### src/rtl/tree_pkg.sv
// Shared definitions for the multibit-tree search pipeline stages:
// default field widths, skid-buffer state encoding and payload width helper.
package tree_pkg;

  localparam int NIB_W_DEF = 4;
  localparam int TAG_W_DEF = 12;
  localparam int N_BAK_DEF = 2;

  typedef enum logic [1:0] {
    EMPTY = 2'd0,
    BUSY  = 2'd1,
    FULL  = 2'd2
  } skid_state_e;

  // match + backups + forwarded match (nibbles), forwarded tag, not-found flag
  function automatic int payload_w(input int nib_w, input int tag_w, input int n_bak);
    return nib_w * (2 + n_bak) + tag_w + 1;
  endfunction

endpackage

### src/rtl/skid_buf_core.sv
// Generic 2-entry valid/ready skid buffer with synchronous flush.
// Main register drives the outputs; the skid register absorbs one entry under back-pressure.
module skid_buf_core
  import tree_pkg::*;
#(
  parameter int DATA_W = 8
) (
  input  logic              clk,
  input  logic              rst,
  input  logic              flush,
  input  logic              in_valid,
  output logic              in_ready,
  input  logic [DATA_W-1:0] in_data,
  output logic              out_valid,
  input  logic              out_ready,
  output logic [DATA_W-1:0] out_data
);

  skid_state_e       state_q, state_d;
  logic [DATA_W-1:0] main_q, main_d;
  logic [DATA_W-1:0] skid_q, skid_d;
  logic              in_ready_q;
  logic              accept, deliver;

  assign in_ready  = in_ready_q;
  assign out_valid = (state_q != EMPTY);
  assign out_data  = main_q;
  assign accept    = in_valid & in_ready_q;
  assign deliver   = out_valid & out_ready;

  always_comb begin
    state_d = state_q;
    main_d  = main_q;
    skid_d  = skid_q;
    case (state_q)
      EMPTY: begin
        if (accept) begin
          state_d = BUSY;
          main_d  = in_data;
        end
      end
      BUSY: begin
        if (accept && deliver) begin
          main_d = in_data;
        end else if (accept) begin
          state_d = FULL;
          skid_d  = in_data;
        end else if (deliver) begin
          state_d = EMPTY;
        end
      end
      FULL: begin
        if (deliver) begin
          state_d = BUSY;
          main_d  = skid_q;
        end
      end
      default: state_d = EMPTY;
    endcase
    // Flush empties the stage but leaves payload registers untouched.
    if (flush) begin
      state_d = EMPTY;
      main_d  = main_q;
      skid_d  = skid_q;
    end
  end

  always_ff @(posedge clk) begin
    if (!rst) begin
      state_q    <= EMPTY;
      main_q     <= '0;
      skid_q     <= '0;
      in_ready_q <= 1'b0;
    end else begin
      state_q    <= state_d;
      main_q     <= main_d;
      skid_q     <= skid_d;
      in_ready_q <= (state_d != FULL);
    end
  end

endmodule

### src/rtl/tree_stage_skid_reg.sv
// Tree-search pipeline stage register: packs the search fields around a skid buffer.
// Define TREE_STAGE_STATS_EN to add saturating stall/accept counters.
module tree_stage_skid_reg
  import tree_pkg::*;
#(
  parameter int NIB_W = NIB_W_DEF,
  parameter int TAG_W = TAG_W_DEF,
  parameter int N_BAK = N_BAK_DEF,
  parameter int CNT_W = 16
) (
  input  logic                   clk,
  input  logic                   rst,
  input  logic                   flush,
  input  logic                   in_valid,
  output logic                   in_ready,
  input  logic [NIB_W-1:0]       in_match,
  input  logic [N_BAK*NIB_W-1:0] in_bak,
  input  logic                   in_not_found,
  input  logic [TAG_W-1:0]       in_fwd_tag,
  input  logic [NIB_W-1:0]       in_fwd_match,
  output logic                   out_valid,
  input  logic                   out_ready,
  output logic [NIB_W-1:0]       out_match,
  output logic [N_BAK*NIB_W-1:0] out_bak,
  output logic                   out_not_found,
  output logic [TAG_W-1:0]       out_fwd_tag,
  output logic [NIB_W-1:0]       out_fwd_match
`ifdef TREE_STAGE_STATS_EN
  ,
  output logic [CNT_W-1:0]       stall_cnt,
  output logic [CNT_W-1:0]       accept_cnt
`endif
);

  localparam int DATA_W = payload_w(NIB_W, TAG_W, N_BAK);

  if (CNT_W < 1 || NIB_W < 1 || TAG_W < 1 || N_BAK < 1) begin : g_param_check
    $error("tree_stage_skid_reg: all widths and N_BAK must be at least 1");
  end

  logic [DATA_W-1:0] in_data, out_data;

  assign in_data = {in_match, in_bak, in_not_found, in_fwd_tag, in_fwd_match};
  assign {out_match, out_bak, out_not_found, out_fwd_tag, out_fwd_match} = out_data;

  skid_buf_core #(
    .DATA_W (DATA_W)
  ) u_core (
    .clk       (clk),
    .rst       (rst),
    .flush     (flush),
    .in_valid  (in_valid),
    .in_ready  (in_ready),
    .in_data   (in_data),
    .out_valid (out_valid),
    .out_ready (out_ready),
    .out_data  (out_data)
  );

`ifdef TREE_STAGE_STATS_EN
  localparam logic [CNT_W-1:0] CNT_ONE = CNT_W'(1);

  always_ff @(posedge clk) begin
    if (!rst || flush) begin
      stall_cnt  <= '0;
      accept_cnt <= '0;
    end else begin
      if (out_valid && !out_ready && stall_cnt != '1)
        stall_cnt <= stall_cnt + CNT_ONE;
      if (in_valid && in_ready && accept_cnt != '1)
        accept_cnt <= accept_cnt + CNT_ONE;
    end
  end
`endif

endmodule

### config.mk
export PLATFORM = sky130hd
export DESIGN_NAME = tree_stage_skid_reg
export DESIGN_NICKNAME = d
export VERILOG_FILES = /design/src/rtl/tree_pkg.sv /design/src/rtl/skid_buf_core.sv /design/src/rtl/tree_stage_skid_reg.sv
export SDC_FILE = /design/constraint.sdc
export NUM_CORES = 1
export LEC_CHECK = 0
export BUFFER_PORTS_ARGS = -buffer_cell sky130_fd_sc_hd__buf_4
export CORE_AREA = 2 2 74 76
export DETAILED_ROUTE_END_ITERATION = 8
export DIE_AREA = 0 0 76 78
export HOLD_SLACK_MARGIN = 0.02
export PLACE_DENSITY = 0.8
export SKIP_CTS_REPAIR_TIMING = 1
export SLEW_MARGIN = 5
export SYNTH_ARGS = -nofsm -noshare
export SYNTH_HDL_FRONTEND = slang
export SYNTH_SLANG_ARGS = --single-unit
### constraint.sdc
create_clock -name clk -period 4.2 [get_ports clk]
set_clock_uncertainty 0.2 [all_clocks]
set_input_delay 0.84 -clock clk [delete_from_list [all_inputs] [get_ports clk]]
set_output_delay 0.84 -clock clk [all_outputs]
set_load 0.02 [all_outputs]
==> metrics.csv <==
metric,value,unit
synth.area.top_cells,"dfxtp_1, mux2i_1, nor2_1, a211oi_1, buf_2",
die_area,5930,um^2
path_class,input pin to register,
die_h,78,um
avgViaCountPerCell,4.93,
drive_above_1_share,0.283,
root_buffer,clkbuf_8,
syn-cell-area,2460,um^2
antenna_left,0,
n_antenna_cell,0,
reg2reg_from,u_core.state_q[1],
ir_worst_vdd,0.000246,V
drt-pass1-iter-count,4,
synth-seq-cells,61,
final_cell_mix,"buf_4, dfxtp_1, nor2_1",
drc,0,
cp_slowest_cell,or4b_2,
crit_fanout,30,
grt.overflow.total,0,
final_cell_count_no_fill,374,
power,1.23,mW
mostFrequentLayoutCell,buf_4,
design_area,3150,um^2
tightest_slew,1.03,ns
path_cells,buf_4 -> or4b_2 -> mux2i_1 -> nor2_1,
gp_congestion,0.733,
rsz0062_at_grt,false,
final_util,0.624,
ys_seq_area_frac,0.495,
core,5040,um^2
critPathRequiredTime,4.20,ns
timing_hold_violations_final,0,
cts_tree,built,
areaGrowthSynthToFinish,27.7,%
critPathArrivalTime,2.47,ns
fp.dieW,76,um
insertion_delay,0.32,ns
synthCells,242,
fmax,0.404,GHz
pin_count,65,
status,completed,
yosys_warnings,0,
slew_headroom,0.316,
placed_cells,358,
row_count,26,
crit_path_end_kind,register,
grt_start_max_net_pins,43,
synth_top_area_cell,dfxtp_1,
period_share,0.589,
path_delay_family,simple AND/OR/NAND/NOR gates,
crit_path_end,u_core.skid_q[18],
io_buffers,64,
setup_viol_count_final,0,
vias,1842,
synth_nets,276,
wire_per_inst,12.6,um
yosysUniqueCellTypes,21,
dpl.hpwl,3160,um
clockBufferDepth,2,
yosys.area.top_type_share,0.495,
final_max_slew_viol_count,0,
min_path_type,register to register,
period_needed,2.47,ns
critical_path_depth,4,
start_util,0.489,
nets,333,
gr-usage-all-layers,0.171,
power_density,391,nW/um^2
numCtsBuffers,9,
pre_cts_slack,1.37,ns
grt_pass1_wl,8080,um
tns,0,ns
htreeDepth,3,
cp_num_buf_inv,1,
start_kind,input pin,
rr_worst_depth,4,
finalWorstSetupSlack,1.73,ns
p_leak,1.68,nW
grt_pass1_vias,1768,
timing.hold.ws,0.294,ns
ff2ff_setup_slack,1.90,ns
drt_iter0_markers,44,
placed_area,2960,um^2
path_clk_slew,0.06,ns
wirelength,4710,um
drv_cap,0,
cts.sinks,61,
critPathLaunch,flush,
syn_avg_cell_area,10.2,um^2
antenna_found_initial,0,
max_stage_delay,1.13,ns
timing.rr.end,u_core.skid_q[18],
-- cell type report --
| cell class | instances | area [um^2] |
|---|---|---|
| Clock buffer | 11 | 141 |
| Clock inverter | 5 | 50.0 |
| Fill cell | 464 | 1900 |
| Inverter | 2 | 7.51 |
| Multi-Input combinational cell | 159 | 1140 |
| Sequential cell | 61 | 1220 |
| Tap cell | 70 | 87.6 |
| Timing Repair Buffer | 66 | 495 |
-- worst register-to-register path, delay by kind of cell, from the launching register on --
family           cells  cell delay, ns
AND/OR/NAND/NOR      3            1.32
flip-flops           1            0.35
multiplexers         1            0.31
-- Yosys cell counts, drive strengths merged --
master / instances
clkbuf: 8
buf: 12
nand4bb: 1
nor2: 59
nand2b: 1
or4b: 1
and2: 1
nor2b: 1
or2: 1
o22ai: 1
dfxtp: 61
xor2: 1
nand3b: 1
clkinv: 1
inv: 1
a211oi: 29
o31ai: 2
nand2: 1
nor3b: 1
mux2i: 58
-- logic make-up after synthesis --
family / count (synthesis) / share of synthesized area
AOI/OAI and AO/OA: 32 / 0.0970
DFF: 61 / 0.495
buffers and inverters: 22 / 0.0472
xor gates and xnor gates: 1 / 0.00355
muxes: 58 / 0.236
and+or+nand+nor: 68 / 0.121
-- worst min-delay path by stage --
| stage | startpoint | end | depth (start not counted) |
|---|---|---|---|
| 6_report | u_core.skid_q[5] | u_core.skid_q[5] | 2 |
| 5_1_grt | u_core.out_data[10] | u_core.out_data[10] | 2 |
| 4_1_cts | u_core.skid_q[5] | u_core.skid_q[5] | 2 |
| 3_5_place_dp | u_core.skid_q[5] | u_core.skid_q[5] | 2 |
| 3_3_place_gp | u_core.skid_q[2] | u_core.skid_q[2] | 2 |
| 2_1_floorplan | u_core.skid_q[0] | u_core.skid_q[0] | 2 |
-- registers in the layout, indices dropped and copies added (netlist names) --
| register | flops |
|---|---|
| u_core.skid_q | 29 |
| u_core.in_ready | 1 |
| u_core.state_q | 2 |
| u_core.out_data | 29 |
-- power by group --
part	total (mW)	leakage, nW	switching, mW	internal [mW]
registers	0.603	0.495	0.00852	0.595
logic	0.125	1.08	0.0648	0.0599
clock network	0.504	0.103	0.217	0.286
-- routing by layer --
layer,up-vias,track usage,part of all wire
met3,2,0.0640,0.064
met2,52,0.289,0.47
met5,-,0,0
met4,0,0.0600,0.0036
met1,828,0.199,0.46
li1,960,-,-
No activity file was read; power rests on OpenSTA's default activity.
